[config.mk]
export PLATFORM = sky130hd
export DESIGN_NAME = enemy_beam
export DESIGN_NICKNAME = d
export VERILOG_FILES = /design/src/rtl/enemy_beam.sv
export SDC_FILE = /design/constraint.sdc
export NUM_CORES = 1
export LEC_CHECK = 0
export ABC_AREA = 0
export BUFFER_PORTS_ARGS = -buffer_cell sky130_fd_sc_hd__buf_4
export CORE_MARGIN = 2
export CORE_UTILIZATION = 50
export DETAILED_ROUTE_END_ITERATION = 6
export GPL_TIMING_DRIVEN = 0
export PLACE_DENSITY = 0.79
export RECOVER_POWER = 25
export SYNTH_ARGS = -nofsm -noshare
export SYNTH_HDL_FRONTEND = slang
export SYNTH_SLANG_ARGS = --single-unit
[constraint.sdc]
create_clock -name clk -period 2.8 [get_ports clk]
set_input_delay 0.14 -clock clk [delete_from_list [all_inputs] [get_ports clk]]
set_output_delay 0.14 -clock clk [all_outputs]
set_load 0.005 [all_outputs]
[src/rtl/enemy_beam.sv]
// Enemy projectile engine: latches the firing enemy's position, drops the beam
// one STEP per movement tick, and ends on block, ship hit or bottom of field.
module enemy_beam #(
  parameter int TICK_DIV        = 833334,
  parameter int FRAMES_PER_STEP = 4,
  parameter int STEP            = 4,
  parameter int Y_BOTTOM        = 116,
  parameter int SHIP_Y          = 112,
  parameter int SHIP_W          = 8,
  parameter int COOLDOWN        = 30
) (
  input  logic       clk,
  input  logic       resetn,
  input  logic       fire,
  input  logic [7:0] enemy_x,
  input  logic [6:0] enemy_y,
  input  logic [7:0] ship_x,
  input  logic       blocked,
  output logic [7:0] x,
  output logic [6:0] y,
  output logic       active,
  output logic       mv_d,
  output logic       player_hit
);

  localparam int CW  = (TICK_DIV > 1) ? $clog2(TICK_DIV) : 1;
  localparam int FW  = (FRAMES_PER_STEP > 1) ? $clog2(FRAMES_PER_STEP) : 1;
  localparam int KW  = (COOLDOWN > 0) ? $clog2(COOLDOWN + 1) : 1;

  localparam logic [CW-1:0] CYC_LAST   = CW'(TICK_DIV - 1);
  localparam logic [FW-1:0] FRM_LAST   = FW'(FRAMES_PER_STEP - 1);
  localparam logic [KW-1:0] COOL_LOAD  = KW'(COOLDOWN);
  localparam logic [7:0]    STEP8      = 8'(STEP);
  localparam logic [7:0]    Y_BOT8     = 8'(Y_BOTTOM);
  localparam logic [6:0]    Y_BOT7     = 7'(Y_BOTTOM);
  localparam logic [7:0]    SHIP_Y8    = 8'(SHIP_Y);
  localparam logic [8:0]    SHIP_W_M1  = 9'(SHIP_W - 1);

  typedef enum logic [2:0] {
    S_IDLE = 3'd0,
    S_LOAD = 3'd1,
    S_DOWN = 3'd2,
    S_HIT  = 3'd3,
    S_END  = 3'd4,
    S_COOL = 3'd5
  } state_t;

  state_t          r_state;
  state_t          w_state_nxt;

  logic [CW-1:0]   r_cyc;
  logic [FW-1:0]   r_frm;
  logic [KW-1:0]   r_cool;
  logic [KW-1:0]   w_cool_nxt;

  logic [7:0]      r_x;
  logic [6:0]      r_y;
  logic [7:0]      w_x_nxt;
  logic [6:0]      w_y_nxt;

  logic            r_active;
  logic            r_mv_d;
  logic            r_hit;
  logic            w_active_nxt;
  logic            w_mv_d_nxt;
  logic            w_hit_nxt;

  logic            w_frame_tick;
  logic            w_step_tick;
  logic [7:0]      w_ny;
  logic [8:0]      w_x9;
  logic [8:0]      w_ship_lo;
  logic [8:0]      w_ship_hi;
  logic            w_in_ship_col;
  logic            w_spawn_low;

  assign w_frame_tick  = (r_cyc == CYC_LAST);
  assign w_step_tick   = w_frame_tick && (r_frm == FRM_LAST);

  // Next row is formed in 8 bits so a 7-bit wrap cannot hide the bottom.
  assign w_ny          = {1'b0, r_y} + STEP8;
  assign w_x9          = {1'b0, r_x};
  assign w_ship_lo     = {1'b0, ship_x};
  assign w_ship_hi     = {1'b0, ship_x} + SHIP_W_M1;
  assign w_in_ship_col = (w_x9 >= w_ship_lo) && (w_x9 <= w_ship_hi);
  assign w_spawn_low   = ({1'b0, enemy_y} >= Y_BOT8);

  // Free-running cycle and frame counters; the FSM never restarts them.
  always_ff @(posedge clk or negedge resetn) begin
    if (!resetn) begin
      r_cyc <= '0;
      r_frm <= '0;
    end else begin
      if (w_frame_tick) begin
        r_cyc <= '0;
        if (r_frm == FRM_LAST) begin
          r_frm <= '0;
        end else begin
          r_frm <= r_frm + FW'(1);
        end
      end else begin
        r_cyc <= r_cyc + CW'(1);
      end
    end
  end

  // FSM state register.
  always_ff @(posedge clk or negedge resetn) begin
    if (!resetn) begin
      r_state <= S_IDLE;
    end else begin
      r_state <= w_state_nxt;
    end
  end

  // Next-state and datapath update logic.
  always_comb begin
    w_state_nxt = r_state;
    w_x_nxt     = r_x;
    w_y_nxt     = r_y;
    w_cool_nxt  = r_cool;
    case (r_state)
      S_IDLE: begin
        if (fire && (r_cool == '0)) begin
          w_state_nxt = S_LOAD;
        end else begin
          w_state_nxt = S_IDLE;
        end
      end
      S_LOAD: begin
        w_x_nxt = enemy_x;
        w_y_nxt = enemy_y;
        if (w_spawn_low) begin
          w_state_nxt = S_END;
        end else begin
          w_state_nxt = S_DOWN;
        end
      end
      S_DOWN: begin
        // An external block wins over a same-cycle hit or landing.
        if (blocked) begin
          w_state_nxt = S_END;
        end else if (w_step_tick) begin
          if ((w_ny >= SHIP_Y8) && w_in_ship_col) begin
            w_state_nxt = S_HIT;
            if (w_ny >= Y_BOT8) begin
              w_y_nxt = Y_BOT7;
            end else begin
              w_y_nxt = w_ny[6:0];
            end
          end else if (w_ny >= Y_BOT8) begin
            w_state_nxt = S_END;
            w_y_nxt     = Y_BOT7;
          end else begin
            w_state_nxt = S_DOWN;
            w_y_nxt     = w_ny[6:0];
          end
        end else begin
          w_state_nxt = S_DOWN;
        end
      end
      S_HIT: begin
        w_state_nxt = S_END;
      end
      S_END: begin
        w_cool_nxt  = COOL_LOAD;
        w_state_nxt = S_COOL;
      end
      S_COOL: begin
        if (r_cool == '0) begin
          w_state_nxt = S_IDLE;
        end else if (w_frame_tick) begin
          w_cool_nxt = r_cool - KW'(1);
          if (r_cool == KW'(1)) begin
            w_state_nxt = S_IDLE;
          end else begin
            w_state_nxt = S_COOL;
          end
        end else begin
          w_state_nxt = S_COOL;
        end
      end
      default: begin
        w_state_nxt = S_IDLE;
      end
    endcase
  end

  // Beam position and cooldown registers.
  always_ff @(posedge clk or negedge resetn) begin
    if (!resetn) begin
      r_x    <= 8'd0;
      r_y    <= 7'd0;
      r_cool <= '0;
    end else begin
      r_x    <= w_x_nxt;
      r_y    <= w_y_nxt;
      r_cool <= w_cool_nxt;
    end
  end

  // Moore output decode from the current state.
  always_comb begin
    w_active_nxt = 1'b0;
    w_mv_d_nxt   = 1'b0;
    w_hit_nxt    = 1'b0;
    case (r_state)
      S_LOAD: begin
        w_active_nxt = 1'b1;
      end
      S_DOWN: begin
        w_active_nxt = 1'b1;
        w_mv_d_nxt   = 1'b1;
      end
      S_HIT: begin
        w_active_nxt = 1'b1;
        w_hit_nxt    = 1'b1;
      end
      default: begin
        w_active_nxt = 1'b0;
        w_mv_d_nxt   = 1'b0;
        w_hit_nxt    = 1'b0;
      end
    endcase
  end

  // Registered status outputs.
  always_ff @(posedge clk or negedge resetn) begin
    if (!resetn) begin
      r_active <= 1'b0;
      r_mv_d   <= 1'b0;
      r_hit    <= 1'b0;
    end else begin
      r_active <= w_active_nxt;
      r_mv_d   <= w_mv_d_nxt;
      r_hit    <= w_hit_nxt;
    end
  end

  assign x          = r_x;
  assign y          = r_y;
  assign active     = r_active;
  assign mv_d       = r_mv_d;
  assign player_hit = r_hit;

endmodule

==> results of run 1 <==
## cell families after synthesis
family	share of synthesized area, %
DFF	39.8
buffers and inverters	3.19
xor gates and xnor gates	6.09
muxes	1.57
and+or+nand+nor	27.6
AOI/OAI and AO/OA	11.9
adders and majority gates	9.94
## final timing paths
check                            from   endpoint  slack [ns]  cells after the start
setup reg to reg                 y[2]       y[5]        0.36                      6
hold reg to reg              r_frm[1]   r_frm[1]        0.48                      2
setup / recovery                 y[2]       y[5]        0.36                      6
hold / removal             enemy_x[6]       x[6]        0.02                      3
max in group asynchronous      resetn  r_cool[3]        1.47                      2
min in group asynchronous      resetn       x[6]        0.60                      2
## through the flow
step / worst slack, ns / cells / area (um^2)
after floorplan: 0.697 / 327 / 3020
after global placement: 0.195 / 446 / 3450
after detailed placement: 0.203 / 446 / 3450
after CTS: 0.393 / 455 / 3550
after global routing: 0.178 / 455 / 3540
final: 0.362 / 455 / 3540
## power by group through the flow
stage | registers (uW) | logic (uW) | clock network (uW)
floorplan | 1010 | 796 | 0
global placement | 1040 | 1190 | 0
detailed placement | 1050 | 1220 | 0
CTS | 1040 | 1220 | 436
global route | 1060 | 1390 | 463
finish | 1040 | 1220 | 427
## layer usage
metal  global-route usage [%]  up-vias  routed length (um)
met5                        0        -                   0
met4                     7.67        0                 144
met3                     3.19       13                 263
met2                     33.3       54                2980
met1                     27.0     1216                2980
li1                         -     1267                   -
## flip-flops by register name (all words and copies together) (netlist names)
register	cells
active	1
mv_d	1
player_hit	1
r_cool	5
r_cyc	20
r_frm	2
r_state	3
x	8
y	7
## cell usage in the layout, fill, tap and decap left out, types with 2 or more instances in the layout
master / Yosys / routed
nor2_1: 34 / 34
dfrtp_1: 48 / 48
o211ai_1: 3 / 3
nand4b_1: 3 / 3
nor3b_1: 3 / 3
nand2b_1: 4 / 4
a31oi_1: 4 / 4
o22ai_1: 3 / 3
xnor2_1: 13 / 13
clkbuf_8: 0 / 6
mux2_2: 2 / 2
nor2b_1: 7 / 7
or4b_1: 2 / 2
ha_1: 24 / 24
nor3_1: 7 / 7
o22a_2: 3 / 3
o2111ai_1: 2 / 2
clkbuf_1: 4 / 6
xor2_1: 8 / 8
nand4_1: 7 / 7
inv_1: 16 / 16
and4_1: 2 / 2
nand2_1: 44 / 44
and3_1: 6 / 6
nor4_1: 4 / 4
a22oi_1: 4 / 4
a21oi_1: 9 / 9
a21boi_0: 3 / 3
a21o_1: 5 / 5
buf_2: 2 / 2
o21ai_0: 8 / 8
buf_4: 0 / 43
nand3_1: 16 / 16
nand3b_1: 2 / 2
## worst register-to-register path, cell delays in order (launching register included)
cell	delay, ns
dfrtp_1	0.54
ha_1	0.33
a21boi_0	0.20
o22ai_1	0.14
nor3b_1	0.67
a31oi_1	0.20
o22a_2	0.26
## layout make-up
cell class / count / area [um^2] / share of cell area, %
Buffer: 7 / 36.3 / 1.02
Clock buffer: 8 / 90.1 / 2.54
Inverter: 16 / 60.1 / 1.69
Multi-Input combinational cell: 256 / 1720 / 48.7
Sequential cell: 48 / 1200 / 33.9
Tap cell: 75 / 93.8 / 2.65
Timing Repair Buffer: 45 / 338 / 9.53
==> impl_metrics.toml, run 1 <==
[status]
outcome = "complete, no violations"

[logic_synthesis]
synthCells = 327
synth_area_per_cell_um2 = 9.24
synth_edf_count = 0
synth_area_mm2 = 0.00302
syn_nets = 378
ys_seq_elements = 48
yosys.area.top_type_share_pct = 39.8
ys_top_cells_by_area = "dfrtp_1, ha_1, nand2_1, nor2_1, xnor2_1"
synth_cell_types = 57
synthTopCellsByCount = "dfrtp_1, nand2_1, nor2_1, ha_1"
ys_seq_area_share_pct = 39.8
synth_top_cell_by_area = "dfrtp_1"
ys_dominant_reg_cell = "dfrtp_1"
yosys_warnings = 0
async_flop_share_pct = 100
yosysMostFrequentCell = "dfrtp_1"

[final_layout]
nets = 430
nFillCells = 518
final_layout_size_suffix_gt1_share_pct = 17.9
final_util_pct = 60.2
area_growth_pct = 17.3
insertedDiodeCount = 0

[clock_network]
cts.sinks = 48
cts.repair.resized = 0
cts_tree = "done"
cts_buffers = 5
h-tree-depth = 2
cts.clk_slew.worst_paths_ns = 0.08
post_cts_buffers = 0
clock_latency_ns = 0.31
root_buffer = "clkbuf_8"
cts_buffer_depth = 2
ctsHoldBuffers = 1

[power_and_ir_drop]
p_per_area_mw_per_mm2 = 760
p_switching_uw = 1050
p_total_uw = 2690
clkPwrFrac_pct = 15.9
combinationalPowerShare_pct = 45.5
vdd_drop_max_mv = 0.505
internal_power_uw = 1640
leakagePower_uw = 0.00172
switching_share_pct = 39.0
p_seq_share_pct = 38.6

[hold_path]
hold_class = "in2reg"

[worst_setup_path]
end_kind = "flip-flop"
slowest_stage = "nor3b_1"
path_cells = "ha_1, a21boi_0, o22ai_1, nor3b_1, a31oi_1, o22a_2"
path_max_fanout = 10
critPathKind = "reg2reg"
critPathLaunchType = "flip-flop"
crit_arrival_ns = 2.64
cp.required_ns = 3.00
worst-path-buf-inv = 0
crit_family = "compound AO/OA/AOI/OAI gates"
max_stage_delay_ns = 0.67

[detailed_routing]
wl_per_cell_um = 14.0
ant_nets = 0
viasPerCell = 5.60
drt_iter0_markers = 151
remaining_drc_errors = 0
wl_mm = 6.37
via_count = 2550
firstDrtPassIters = 5

[floorplanning]
fp.dieW_um = 81.7
row_count = 28
core_mm2 = 0.00589
die_h_um = 81.7
start_util_pct = 51.3
die_area_mm2 = 0.00668
io_pins = 45

[sta]
fin_hold_ws_ns = 0.0234
clock_skew_ns = 0.00907
slew_headroom_pct = 21.7
setup_violations = 0
worst_slew_pin_slew_ns = 1.17
rsz0062_at_grt = "no"
finalCriticalPeriod_ns = 2.44
max_freq_ghz = 0.410
final_hold_viol_count = 0
post-route-period-util_pct = 87.1
final-max-slew-violation-count = 0
finalSetupTns_ns = 0

[placement]
port_buffers = 44
hpwlAfterDp_mm = 4.80
finalWeightedCongestion = 0.903

[grt]
grt_usage_pct = 20.3
grt_pass1_vias = 2377
grt_max_degree = 49
antenna_found_initial = 0
grt_pass1_wl_mm = 10.5
grt.overflow.total = 0

[job]
max_cap_viol_count = 0
No activity file was read; power rests on OpenSTA's default activity.
==> run 2: changes to the inputs <==
--- a/config.mk
+++ b/config.mk
@@ -6,7 +6,7 @@
 export NUM_CORES = 1
 export LEC_CHECK = 0
 export ABC_AREA = 0
-export BUFFER_PORTS_ARGS = -buffer_cell sky130_fd_sc_hd__buf_4
+export BUFFER_PORTS_ARGS = -buffer_cell sky130_fd_sc_hd__buf_2
 export CORE_MARGIN = 2
 export CORE_UTILIZATION = 50
 export DETAILED_ROUTE_END_ITERATION = 6
==> impl_metrics.toml, run 2 (same netlist as run 1, synthesis figures left out) <==
[clock_network]
clock_latency_ns = 0.30
h-tree-depth = 2
cts_tree = "done"
root_buffer = "clkbuf_8"
cts.sinks = 48
cts_buffer_depth = 2
cts.repair.resized = 0
cts.clk_slew.worst_paths_ns = 0.09
post_cts_buffers = 0
ctsHoldBuffers = 0
cts_buffers = 5

[worst_setup_path]
ff2ff_path_depth = 6
setup.worst_path.end = "y[2]"
crit_family = "simple AND/OR/NAND/NOR gates"
rr_endpoint = "y[2]"
worst-path-buf-inv = 0
path_max_fanout = 10
slowest_stage = "nor3b_1"
critPathLaunchType = "flip-flop"
path_cells = "ha_1, a21boi_0, o22ai_1, nor3b_1, a21oi_1, mux2_4"
cp.required_ns = 2.99
crit_cells = 6
max_stage_delay_ns = 0.64
critPathKind = "reg2reg"
rrSetupSlack_ns = 0.41
end_kind = "flip-flop"
crit_start = "y[2]"
worstReg2RegStart = "y[2]"
crit_arrival_ns = 2.59

[grt]
grtUsageMet1_pct = 26.9
grt_pass1_vias = 2340
use_met3_pct = 3.52
grt_max_degree = 49
grt_pass1_wl_mm = 10.7
top_usage_layer = "met2"
grt.overflow.total = 0
use_met2_pct = 34.5
grt_usage_pct = 20.3
antenna_found_initial = 0

[sta]
final_hold_viol_count = 0
clock_skew_ns = 0.00572
rsz0062_at_grt = "no"
worst_slew_pin_slew_ns = 2.51
post-route-period-util_pct = 85.5
finalCriticalPeriod_ns = 2.39
finalSetupTns_ns = 0
max_freq_ghz = 0.418
setup_violations = 0
final-max-slew-violation-count = 49
slew_headroom_pct = -67.5

[final_layout]
insertedDiodeCount = 0
top_register = "r_cyc"
nets = 429
final_layout_size_suffix_gt1_share_pct = 17.7
final_area_mm2 = 0.00342
final_common_cell = "dfrtp_1"
mostFrequentLayoutCells = "dfrtp_1, buf_2, nand2_1"
area_growth_pct = 13.3
largest_reg_flops = 20

[power_and_ir_drop]
leakagePower_uw = 0.00168
p_per_area_mw_per_mm2 = 767
vdd_drop_max_mv = 0.464

[floorplanning]
io_pins = 45
die_area_mm2 = 0.00668
start_util_pct = 51.3
core_mm2 = 0.00589
fp.dieW_um = 81.7
row_count = 28
die_h_um = 81.7

[detailed_routing]
remaining_drc_errors = 0
firstDrtPassIters = 4
viasPerCell = 5.69
wl_mm = 6.54
drt_iter0_markers = 152
via_count = 2584
ant_nets = 0
wl_per_cell_um = 14.4

[job]
max_cap_viol_count = 1

[placement]
port_buffers = 44
place_area_mm2 = 0.00334
hpwlAfterDp_mm = 4.94
finalWeightedCongestion = 0.888

[status]
violations = "max-capacitance violations, max-slew violations"
outcome = "complete, but fails checks"

[hold_path]
hold_class = "in2reg"
run 2: cell types whose count changed in the layout (fill, tap and decap cells not counted):
cell	change
buf_4	-43
clkbuf_1	+1
clkbuf_2	-1
dlygate4sd3_1	-1
buf_2	+43
run 2: power breakdown:
group / total (uW) / internal [uW] / switching [uW]
Sequential: 1030 / 855 / 176
Clock: 427 / 202 / 225
Combinational: 1170 / 517 / 653
Total: 2630 / 1570 / 1050
run 2: area by class of cell:
cell class / instances / area [um^2]
inverter: 16 / 60.1
multi-input combinational: 256 / 1720
tap: 75 / 93.8
buffer: 7 / 36.3
sequential: 48 / 1200
clock buffer: 8 / 90.1
timing repair buffer: 44 / 219
fill: 524 / 2460
run 2: worst min-delay path, delay by kind of cell:
kind | cells | cell delay, ns
and+or+nand+nor | 2 | 0.08
buffers and inverters | 1 | 0.08
run 2: through the flow:
| stage | hold WS (ns) | setup slack, ns | power [uW] | util, % | cells |
|---|---|---|---|---|---|
| 2_1_floorplan | -0.156 | 0.697 | 1810 | - | 327 |
| 3_3_place_gp | 0.330 | 0.207 | 2150 | 56.7 | 446 |
| 3_5_place_dp | 0.341 | 0.170 | 2210 | 56.7 | 446 |
| 4_1_cts | 0.0289 | 0.407 | 2630 | 58.2 | 454 |
| 5_1_grt | 0.0324 | 0.151 | 2850 | 58.2 | 454 |
| 6_report | 0.0285 | 0.407 | 2630 | 58.2 | 454 |
run 2: per-layer routing:
metal | share of wire (%) | up-vias
met4 | 1.0 | 0
met5 | 0 | -
met2 | 49 | 92
li1 | - | 1271
met3 | 5.8 | 8
met1 | 44 | 1213
run 2: worst min path at each step:
stage                     from  endpoint  slack (ns)  cells after the start
finish              enemy_x[6]      x[6]        0.03                      3
global route        enemy_x[6]      x[6]        0.03                      3
CTS                 enemy_x[6]      x[6]        0.03                      3
detailed placement  enemy_x[6]      x[6]        0.34                      3
global placement    enemy_x[5]      x[5]        0.33                      3
floorplan               resetn    active       -0.16                      0
==> run 3: changes to the inputs <==
--- a/config.mk
+++ b/config.mk
@@ -13,6 +13,7 @@
 export GPL_TIMING_DRIVEN = 0
 export PLACE_DENSITY = 0.79
 export RECOVER_POWER = 25
+export REMOVE_ABC_BUFFERS = 1
 export SYNTH_ARGS = -nofsm -noshare
 export SYNTH_HDL_FRONTEND = slang
 export SYNTH_SLANG_ARGS = --single-unit
==> impl_metrics.toml, run 3 (same netlist as run 1, synthesis figures left out) <==
[final_layout]
area_growth_pct = 12.5
final_util_pct = 57.7
insertedDiodeCount = 0
final_cells = 447
nFillCells = 529
mostFrequentLayoutCells = "dfrtp_1, nand2_1, buf_2"
nets = 422
largest_reg_flops = 20
final_common_cell = "dfrtp_1"
final_layout_size_suffix_gt1_share_pct = 17.7
top_register = "r_cyc"

[floorplanning]
row_count = 28
fp.dieW_um = 81.7
start_util_pct = 51.3
die_area_mm2 = 0.00668
die_h_um = 81.7
core_mm2 = 0.00589
io_pins = 45

[detailed_routing]
wl_mm = 6.48
viasPerCell = 5.69
via_count = 2542
highest_layer = "met4"
drt_iter0_markers = 103
met2_wirelength_mm = 3.21
ant_nets = 0
firstDrtPassIters = 4
remaining_drc_errors = 0
met3_length_um = 330
wl_met1_mm = 2.85
wl_per_cell_um = 14.5

[sta]
final_hold_viol_count = 0
post-route-period-util_pct = 87.0
setup_violations = 0
rsz0062_at_grt = "no"
slew_headroom_pct = -72.6
worst_slew_pin_slew_ns = 2.59
final-max-slew-violation-count = 49
finalCriticalPeriod_ns = 2.44
finalSetupTns_ns = 0
setup_slack_ns = 0.363
max_freq_ghz = 0.410
clock_skew_ns = 0.0124
fin_hold_ws_ns = 0.0314

[hold_path]
holdPathEnd = "x[5]"
hold_class = "in2reg"
min_path_cells = 3
hold_start = "enemy_x[5]"

[power_and_ir_drop]
p_per_area_mw_per_mm2 = 764
leakagePower_uw = 0.00166
vdd_drop_max_mv = 0.481

[worst_setup_path]
worstReg2RegStart = "y[2]"
cp.required_ns = 3.00
end_kind = "flip-flop"
crit_arrival_ns = 2.64
ff2ff_path_depth = 6
critPathLaunchType = "flip-flop"
path_max_fanout = 10
rr_endpoint = "y[0]"
critPathKind = "reg2reg"
rrSetupSlack_ns = 0.36

[clock_network]
root_buffer = "clkbuf_8"
h-tree-depth = 2
cts.clk_slew.worst_paths_ns = 0.09
cts.sinks = 48
ctsHoldBuffers = 0
cts_buffer_depth = 2
cts_buffers = 5
cts_tree = "done"
clock_latency_ns = 0.31

[placement]
hpwlAfterDp_mm = 4.84
place_inst = 439
port_buffers = 44
finalWeightedCongestion = 0.811
place_ws_ns = -0.109

[grt]
grt_pass1_wl_mm = 10.6
grt.overflow.total = 0
grt_max_degree = 49
antenna_found_initial = 0
grt_pass1_vias = 2338
grt_usage_pct = 20.3

[status]
outcome = "complete, but fails checks"
violations = "max-capacitance violations, max-slew violations"

[job]
max_cap_viol_count = 1
==> run 3: cell count changes in the layout (fill, tap and decap cells not counted) <==
cell	delta
nor3b_2	+2
clkbuf_1	-4
buf_2	-2
buf_6	-1
nor3b_1	-2
==> run 3: per-layer routing <==
metal	track usage, %	vias up
li1	-	1253
met1	26.1	1214
met5	0	-
met4	7.00	0
met3	3.19	9
met2	34.6	66
==> run 3: worst max-delay path: stages, from the launching register on <==
cell and delay [ns]:
dfrtp_1 0.54, ha_1 0.35, inv_1 0.09, nor4_1 0.60, nor2_1 0.19, o21ai_2 0.21
mux2_2 0.35
==> run 3: how the worst max path moves through the flow <==
stage	from	end	slack, ns	cells after the start
after floorplan	r_state[0]	y[2]	0.49	4
after global placement	r_state[0]	y[2]	-0.08	4
after detailed placement	r_state[0]	y[5]	-0.11	4
after CTS	r_state[0]	y[5]	0.34	4
after global routing	resetn	r_cool[1]	0.15	1
final	y[2]	y[0]	0.36	6
==> run 3: final cells by class <==
cell class | count | area [um^2] | area share, %
clock buffer | 8 | 90.1 | 2.65
inverter | 16 | 60.1 | 1.77
timing repair buffer | 44 | 219 | 6.44
multi-input combinational | 256 | 1730 | 51.0
sequential | 48 | 1200 | 35.3
tap | 75 | 93.8 | 2.76
==> run 3: stage by stage <==
stage / area (um^2) / power (uW)
after global placement: 3300 / 2110
after floorplan: 2990 / 1770
after CTS: 3390 / 2600
after global routing: 3400 / 2830
after detailed placement: 3300 / 2170
final: 3400 / 2600
==> run 3: repair_timing <==
action | in CTS | in global routing
cloned | 0 | 0
setup endpoints to repair | 6 | 2
pin swaps | 0 | 0
gates resized for setup | 1 | 1
setup buffers | 0 | 0
==> run 3: power breakdown <==
| part | leakage [uW] | switching, uW | internal, uW |
|---|---|---|---|
| clock network | 0.0000455 | 223 | 202 |
| registers | 0.000600 | 245 | 854 |
| logic | 0.00101 | 580 | 493 |
